--- src/rtl/muldiv_ctrl.sv ---
// Multi-cycle radix-2 multiply/divide sequencer owning HI/LO; stalls the datapath while busy.
// Optional MULDIV_FWD_EN: forward the corrected result on hi/lo during FIXUP so mfhi/mflo need not stall there.
module muldiv_ctrl #(
  parameter int WIDTH = 32
) (
  input  logic             clk,
  input  logic             reset,
  input  logic             op_valid,
  input  logic [1:0]       op,
  input  logic [WIDTH-1:0] srca,
  input  logic [WIDTH-1:0] srcb,
  input  logic             mthi,
  input  logic             mtlo,
  input  logic             rd_hi,
  input  logic             rd_lo,
  output logic             stall,
  output logic             busy,
  output logic [WIDTH-1:0] hi,
  output logic [WIDTH-1:0] lo,
  output logic             done,
  output logic             div_zero
);

  localparam int CW = $clog2(WIDTH);

  typedef enum logic [1:0] {IDLE, RUN, FIXUP} state_t;
  state_t state, state_nxt;

  logic [CW-1:0]    count;
  logic [WIDTH-1:0] hi_q, lo_q;
  logic [WIDTH-1:0] opnd;      // multiplicand (mult) or divisor (div)
  logic [WIDTH-1:0] acc;       // product high half / partial remainder
  logic [WIDTH-1:0] shf;       // multiplier bits / dividend-then-quotient
  logic [WIDTH-1:0] srca_raw;
  logic             is_div, is_signed, neg_a, neg_b, b_zero;

  logic             in_signed;
  logic [WIDTH-1:0] a_abs, b_abs;
  logic [WIDTH:0]   msum;
  logic [WIDTH:0]   dshift;
  logic [WIDTH+1:0] ddiff;
  logic             borrow;
  logic [2*WIDTH-1:0] prod;
  logic [WIDTH-1:0] fix_hi, fix_lo;
  logic             rd_stall;

  assign in_signed = ~op[0];
  assign a_abs = (in_signed & srca[WIDTH-1]) ? -srca : srca;
  assign b_abs = (in_signed & srcb[WIDTH-1]) ? -srcb : srcb;

  // One shift-add step: add multiplicand when the current multiplier LSB is set, then shift right.
  assign msum = {1'b0, acc} + (shf[0] ? {1'b0, opnd} : '0);

  // One restoring-division step on the remainder with the next dividend bit shifted in.
  assign dshift = {acc, shf[WIDTH-1]};
  assign ddiff  = {1'b0, dshift} - {2'b00, opnd};
  assign borrow = ddiff[WIDTH+1];

  assign prod = {acc, shf};

  always_comb begin
    fix_hi = '0;
    fix_lo = '0;
    if (!is_div) begin
      if (is_signed & (neg_a ^ neg_b)) begin
        {fix_hi, fix_lo} = -prod;
      end else begin
        {fix_hi, fix_lo} = prod;
      end
    end else if (b_zero) begin
      fix_lo = '1;
      fix_hi = srca_raw;
    end else begin
      fix_lo = (is_signed & (neg_a ^ neg_b)) ? -shf : shf;
      fix_hi = (is_signed & neg_a) ? -acc : acc;
    end
  end

  always_ff @(posedge clk or posedge reset) begin
    if (reset) state <= IDLE;
    else       state <= state_nxt;
  end

  always_comb begin
    state_nxt = state;
    case (state)
      IDLE:    if (op_valid) state_nxt = RUN;
      RUN:     if (count == '0) state_nxt = FIXUP;
      FIXUP:   state_nxt = IDLE;
      default: state_nxt = IDLE;
    endcase
  end

  always_ff @(posedge clk or posedge reset) begin
    if (reset) begin
      count     <= '0;
      hi_q      <= '0;
      lo_q      <= '0;
      opnd      <= '0;
      acc       <= '0;
      shf       <= '0;
      srca_raw  <= '0;
      is_div    <= 1'b0;
      is_signed <= 1'b0;
      neg_a     <= 1'b0;
      neg_b     <= 1'b0;
      b_zero    <= 1'b0;
      done      <= 1'b0;
      div_zero  <= 1'b0;
    end else begin
      done     <= (state == FIXUP);
      div_zero <= (state == FIXUP) & is_div & b_zero;
      case (state)
        IDLE: begin
          if (op_valid) begin
            is_div    <= op[1];
            is_signed <= in_signed;
            neg_a     <= in_signed & srca[WIDTH-1];
            neg_b     <= in_signed & srcb[WIDTH-1];
            b_zero    <= (srcb == '0);
            srca_raw  <= srca;
            acc       <= '0;
            opnd      <= op[1] ? b_abs : a_abs;
            shf       <= op[1] ? a_abs : b_abs;
            count     <= CW'(WIDTH - 1);
          end else begin
            if (mthi) hi_q <= srca;
            if (mtlo) lo_q <= srca;
          end
        end
        RUN: begin
          if (is_div) begin
            acc <= borrow ? dshift[WIDTH-1:0] : ddiff[WIDTH-1:0];
            shf <= {shf[WIDTH-2:0], ~borrow};
          end else begin
            acc <= msum[WIDTH:1];
            shf <= {msum[0], shf[WIDTH-1:1]};
          end
          if (count != '0) count <= count - CW'(1);
        end
        FIXUP: begin
          hi_q <= fix_hi;
          lo_q <= fix_lo;
        end
        default: ;
      endcase
    end
  end

`ifdef MULDIV_FWD_EN
  assign hi       = (state == FIXUP) ? fix_hi : hi_q;
  assign lo       = (state == FIXUP) ? fix_lo : lo_q;
  assign rd_stall = (rd_hi | rd_lo) & (state != FIXUP);
`else
  assign hi       = hi_q;
  assign lo       = lo_q;
  assign rd_stall = rd_hi | rd_lo;
`endif

  assign busy  = (state != IDLE);
  assign stall = busy & (op_valid | mthi | mtlo | rd_stall);

endmodule

--- config.mk ---
export PLATFORM = sky130hd
export DESIGN_NAME = muldiv_ctrl
export DESIGN_NICKNAME = d
export VERILOG_FILES = /design/src/rtl/muldiv_ctrl.sv
export SDC_FILE = /design/constraint.sdc
export NUM_CORES = 1
export LEC_CHECK = 0
export ABC_AREA = 1
export CELL_PAD_IN_SITES_DETAIL_PLACEMENT = 1
export CELL_PAD_IN_SITES_GLOBAL_PLACEMENT = 2
export CORE_MARGIN = 3
export CORE_UTILIZATION = 29
export DETAILED_ROUTE_END_ITERATION = 8
export GPL_ROUTABILITY_DRIVEN = 1
export PLACE_DENSITY_LB_ADDON = 0.2
export SYNTH_ARGS = -nofsm -noshare
export SYNTH_HDL_FRONTEND = slang
export SYNTH_SLANG_ARGS = --single-unit
--- constraint.sdc ---
create_clock -name clk -period 6.3 [get_ports clk]
set_clock_uncertainty 0.05 [all_clocks]
set_input_delay 0.945 -clock clk [delete_from_list [all_inputs] [get_ports clk]]
set_output_delay 0.945 -clock clk [all_outputs]
set_load 0.05 [all_outputs]
# After elaboration in Yosys (flattened, before gate mapping)
# Index checks and enable logic that the tools add are counted.
[word_totals] reg_bits=206 in_bits=73 out_inout_bits=68 wordCells=90
[classes] add_sub_neg=8 n_eq_ne=8 muxes=32 bitwise_logic=14 n_reduce_logical=13
[op_table] op="$mux W32" n=22
[op_table] op="$pmux W32 S2" n=4
[op_table] op="$neg A32 Y32" n=4
[op_table] op="$neg A64 Y64" n=1
[op_table] op="$sub A33 B32 Y34" n=1
[op_table] op="$add A32 B32 Y33" n=1
[op_table] op="$logic_not A32 Y1" n=1
[op_table] op="$ne A2 B2 Y1 const B" n=6
[op_table] op="$mux W5" n=2
[op_table] op="$pmux W5 S2" n=1
[op_table] op="$reduce_and A3 Y1" n=3
[op_table] op="$and A1 B1 Y1" n=7
[op_table] op="$reduce_and A2 Y1" n=3
[op_table] op="$reduce_bool A2 Y1" n=3
[op_table] op="$logic_not A5 Y1" n=1
[op_table] op="$reduce_bool A5 Y1" n=1
[op_table] op="$sub A5 B1 Y5 const B" n=1
[op_table] op="$mux W2" n=2
[op_table] op="$or A1 B1 Y1" n=4
[op_table] op="$pmux W2 S2" n=1
[op_table] op="$eq A2 B1 Y1 const B" n=1
[op_table] op="$eq A2 B2 Y1 const B" n=1
[op_table] op="$logic_not A2 Y1" n=1
[op_table] op="$not A1 Y1" n=2
[op_table] op="$xor A1 B1 Y1" n=1

# Longest topological paths before layout
[depth] word_depth=6 mapped_depth=19 ltp_nobuf=17

# Worst setup path before layout
# Ideal clock, no wire load.
[synth_path] path_type="input port to output port" startpoint="input port op_valid" endpoint="output port stall" arrival_ns=1.538 t_required_ns=5.305 setup_slack_ns=3.767 cell_stages=4 cell_sequence="inv_1 > nand2_1 > o41ai_1 > inv_1"
[synth_between] elab_chain_len=4
[synth_lines] element="start, declared" line="8" source="input logic op_valid,"
[synth_lines] element="$or A1 B1 Y1 (3 in a row)" line="161" source="assign stall = busy & (op_valid | mthi | mtlo | rd_stall);"
[synth_lines] element="$and A1 B1 Y1" line="161"
[synth_lines] element="end, declared" line="16" source="output logic stall,"
# Every way passes these cells.

# Worst setup path in the final report
[layout_path] startpoint="register shf[0]" endpoint="register acc[23]"
[layout_between] elab_chain_len=4
[layout_lines] element="start, declared" line="33" source="logic [WIDTH-1:0] shf;"
[layout_lines] element="start signal, assigned" line="124" source="shf <= op[1] ? a_abs : b_abs;"
[layout_lines] element="start signal, assigned" line="134" source="shf <= {shf[WIDTH-2:0], ~borrow};"
[layout_lines] element="start signal, assigned" line="137" source="shf <= {msum[0], shf[WIDTH-1:1]};"
[layout_lines] element="$mux W32" line="52" source="assign msum = {1'b0, acc} + (shf[0] ? {1'b0, opnd} : '0);"
[layout_lines] element="$add A32 B32 Y33" line="52"
[layout_lines] element="$mux W32" line="132" source="if (is_div) begin"
[layout_lines] element="$pmux W32 S2" line="113" source="case (state)"
[layout_lines] element="end signal, assigned" line="133" source="acc <= borrow ? dshift[WIDTH-1:0] : ddiff[WIDTH-1:0];"
[layout_lines] element="end signal, assigned" line="136" source="acc <= msum[WIDTH:1];"
[layout_lines] element="end, declared" line="32" source="logic [WIDTH-1:0] acc;"
# Every way passes these cells.
# A chain may end at the register's enable or synchronous reset.

==> reports/results.md <==
| Item | Value | Unit |
|---|---|---|
| Peak fanout along the critical path | 19 | - |
| Utilization after layout | 0.341 | - |
| Synth Area in Adders | 0.0459 | - |
| Root Buffer | sky130_fd_sc_hd__clkbuf_16 | - |
| Maximum clock frequency | 270 | MHz |
| Core Rows | 95 | - |
| Cell internal power dissipation | 0.00604 | W |
| WS Path Type | flop to flop | - |
| Power share of the sequential group | 0.204 | - |
| Count of hold-fix buffers inserted at cts | 0 | - |
| Proportion of layout cells with a drive suffix above 1 | 0.0363 | - |
| Number of synthesized flops with an enable pin | 0 | - |
| Clock group share of total power | 0.107 | - |
| Overall routed net length | 114 | mm |
| Global placer's final weighted congestion | 0.953 | - |
| Core Box Area | 0.0676 | mm2 |
| Startpoint types | flop | - |
| Simple-gate share of the synthesized area | 0.410 | - |
| Critical-path cell list | buf_4 > nand2_1 > inv_1 > ha_1 > inv_1 > fa_1 > o21ai_1 > inv_1 > o21ai_1 > nand2_1 > nand3_1 > nand2_1 > nand3_1 > nand2_1 > inv_1 > nand2_1 > nand2_1 | - |
| Crit share post-route | 0.588 | - |
| Slew of the pin with the lowest slew margin | 1.05 | ns |
| Die Width | 268 | um |
| Number of nets in the synthesized netlist | 3547 | - |
| WP data required | 6.77 | ns |
| Slew Limit Fails | 0 | - |
| Type of destination of the critical path | flop | - |
| Post-synthesis area per instance | 5.86 | um2 |
| Mapped cell area | 0.0199 | mm2 |
| Outcome | finished clean | - |
| Clock buffers created by TritonCTS | 28 | - |
| First-pass GRT wire length | 166 | mm |
| CP delay by family, top | flip-flops | - |
| Clock tree sinks | 206 | - |
| Total routing usage reported by global routing | 0.313 | - |
| Power share of the combinational group | 0.689 | - |
| Start point of the worst min-delay path | hi[12] | - |
| Largest stage delay, worst path | 0.75 | ns |
| Leading cell type in the layout, fill and taps excluded | sky130_fd_sc_hd__nand2_1 | - |
| Psw | 0.00931 | W |
| Clock tree from TritonCTS | yes | - |
| Min Tclk post-route | 3.71 | ns |
| Post-Synth XOR/XNOR Area | 0.0268 | - |
| Overall power of the completed layout | 0.0154 | W |
| Max-slew headroom | 0.302 | - |
| Main combinational cell family by area after synthesis | simple AND/OR/NAND/NOR gates | - |
| Pre-CTS setup slack | 2.46 | ns |
| Number of antenna violations at the first check in global routing | 0 | - |
| Post-CTS Setup Inserts | 0 | - |
| Number of primary I/O pins | 141 | - |
| Net Sw Frac | 0.606 | - |
| Detailed-route wire length per cell | 26.1 | um |
| ANT nets after route | 0 | - |
| Post-Syn Instances | 3402 | - |
| Setup repair after global routing missed its margin | no | - |
| Clock-pin slew on the worst setup and hold paths | 0.06 | ns |
| Proportion of synthesized chip area in sequential cells | 0.259 | - |
| Worst Slack Setup Final | 2.59 | ns |
| Summed negative setup slack over all endpoints | 0 | ns |
| Post-synth cell types | 54 | - |
| # fillers | 8963 | - |
| Hpwl dp | 92.4 | mm |
| Count of buffers from port buffering | 140 | - |
| Post-synthesis register bit count | 206 | - |
| Number of vias in the routed layout | 23900 | - |
| Async set or reset register ratio after synthesis | 1.00 | - |
| Launch instance of the worst register-to-register path | shf[0] | - |
| Synthesis warning total | 0 | - |
| # H-tree levels | 1 | - |
| Number of nets in the final layout | 3623 | - |
| Crit path DAT | 4.18 | ns |
| Area Growth Syn to Fin | 15.7 | % |
| Leak | 11.1 | nW |
| Number of maximum-capacitance violations | 0 | - |
| Clock tree buffer depth | 3 | - |
| Remaining DRCs | 0 | - |
| Clock latency on the worst-skew pair | 0.62 | ns |
| Vertical extent of the die | 268 | um |
| Worst setup path startpoint | shf[0] | - |
| Initial DRT Pass Iterations | 5 | - |
| Post-synthesis compound-gate area fraction | 0.152 | - |
| Max IR drop VDD | 0.000360 | V |
| Initial DRC Count | 2036 | - |
| Routed via count divided by cell count | 5.46 | - |
| Final count of hold timing violations | 0 | - |
| Type of the worst min-delay path | flop to flop | - |
| Effective utilization at floorplan | 0.295 | - |
| Critical-path cell with the highest stage delay | sky130_fd_sc_hd__dfrtp_1 | - |
| Cell occurring most often along the worst timing path | sky130_fd_sc_hd__nand2_1 | - |
| Sum of buffers and inverters on the critical path | 5 | - |
| Top library cells by usage in the layout, fill and taps aside | sky130_fd_sc_hd__nand2_1 (1063), sky130_fd_sc_hd__nor2_1 (442), sky130_fd_sc_hd__inv_1 (408) | - |
| Overall overflow remaining after global route | 0 | - |
| Most instantiated flip-flop cell in the synthesis netlist | sky130_fd_sc_hd__dfrtp_1 | - |
| Die Outline Area | 0.0719 | mm2 |
| Number of global-route vias before repair | 24100 | - |
| Resize count post-CTS | 0 | - |
| Maximum number of pins on one net before global-route repair | 120 | - |
| Final number of setup-violating endpoints | 0 | - |
| Multiplexer share of the synthesized area | 0 | - |
| Power density of the placed cells | 666 | mW/mm2 |
## sequential cells by signal, summed over array words and instances, names as in the netlist
name,count
div_zero,1
b_zero,1
neg_b,1
neg_a,1
hi,32
done,1
opnd,32
shf,32
acc,32
is_signed,1
count,5
lo,32
state,2
srca_raw,32
is_div,1
## final timing paths
path                            to  slack, ns  cells after the start
hold reg to reg             hi[12]       0.44                      2
min in group asynchronous   hi[23]       0.68                      2
setup / recovery           acc[23]       2.59                     17
hold / removal              hi[12]       0.44                      2
setup reg to reg           acc[23]       2.59                     17
max in group asynchronous    lo[7]       4.23                      3
## metrics by stage
step	cell area, um2	instances	hold WS [ns]
final	23100	4371	0.441
after global routing	23100	4370	0.453
after CTS	23100	4370	0.442
after detailed placement	22100	4321	0.427
after global placement	22100	4321	0.415
after floorplan	19900	3402	0.398
## kinds of logic (layout without fill, tap and decap cells)
kind of cell    Yosys count  count (layout)
compound gates          556             556
xor+xnor                 61              61
fa+ha+maj                72              72
buf+inv                 542             637
flops                   206             206
other cells               0               1
simple gates           1965            1965
## per-layer routing
layer  global-route usage  wire, um
met4                0.101      4330
met3               0.0273      5330
met5                    0         0
met2                0.522     52900
met1                0.428     51400
## Yosys cell counts (8+ instances only)
master / number / area, um2
sky130_fd_sc_hd__nor2_2: 13 / 81.3
sky130_fd_sc_hd__ha_1: 70 / 876
sky130_fd_sc_hd__dfrtp_1: 206 / 5150
sky130_fd_sc_hd__buf_2: 31 / 155
sky130_fd_sc_hd__nand4_1: 49 / 307
sky130_fd_sc_hd__o211ai_1: 31 / 233
sky130_fd_sc_hd__a21boi_0: 8 / 60.1
sky130_fd_sc_hd__a21oi_1: 226 / 1130
sky130_fd_sc_hd__nor2_1: 445 / 1670
sky130_fd_sc_hd__inv_1: 409 / 1540
sky130_fd_sc_hd__nand3_1: 325 / 1630
sky130_fd_sc_hd__xnor2_1: 12 / 105
sky130_fd_sc_hd__nand2_1: 1063 / 3990
sky130_fd_sc_hd__xor2_1: 49 / 429
sky130_fd_sc_hd__o221ai_1: 9 / 78.8
sky130_fd_sc_hd__o21bai_1: 8 / 60.1
sky130_fd_sc_hd__nand3b_1: 10 / 75.1
sky130_fd_sc_hd__buf_1: 13 / 48.8
sky130_fd_sc_hd__inv_2: 9 / 33.8
sky130_fd_sc_hd__o21ai_0: 225 / 1130
sky130_fd_sc_hd__nor3_1: 29 / 145
sky130_fd_sc_hd__clkbuf_1: 69 / 259
sky130_fd_sc_hd__a22oi_1: 9 / 67.6
sky130_fd_sc_hd__o21ai_1: 14 / 70.1
## power by group through the flow
stage	combinational (W)	clock, W	sequential (W)
finish	0.0106	0.00164	0.00314
global route	0.0116	0.00172	0.00318
CTS	0.0105	0.00167	0.00311
detailed placement	0.0105	0	0.00312
global placement	0.0103	0	0.00312
floorplan	0.00622	0	0.00319
## worst reg2reg max path: cells and delay by family, from the launching register on
family,cells,cell delay [ns]
AOI/OAI and AO/OA,2,0.67
adders and majority gates,2,0.65
buffers and inverters,5,0.75
DFF,1,0.75
and+or+nand+nor,8,0.75
## layout make-up
| type | instances | area (um2) | area share |
|---|---|---|---|
| Antenna cell | 1 | 2.50 | 0.000108 |
| Clock buffer | 39 | 812 | 0.0352 |
| Clock inverter | 10 | 106 | 0.00461 |
| Inverter | 422 | 1590 | 0.0690 |
| Multi-Input combinational cell | 2654 | 12700 | 0.550 |
| Sequential cell | 206 | 5160 | 0.224 |
| Tap cell | 873 | 1090 | 0.0474 |
| Timing Repair Buffer | 166 | 1610 | 0.0698 |
Power figures use the tool's default switching activity.
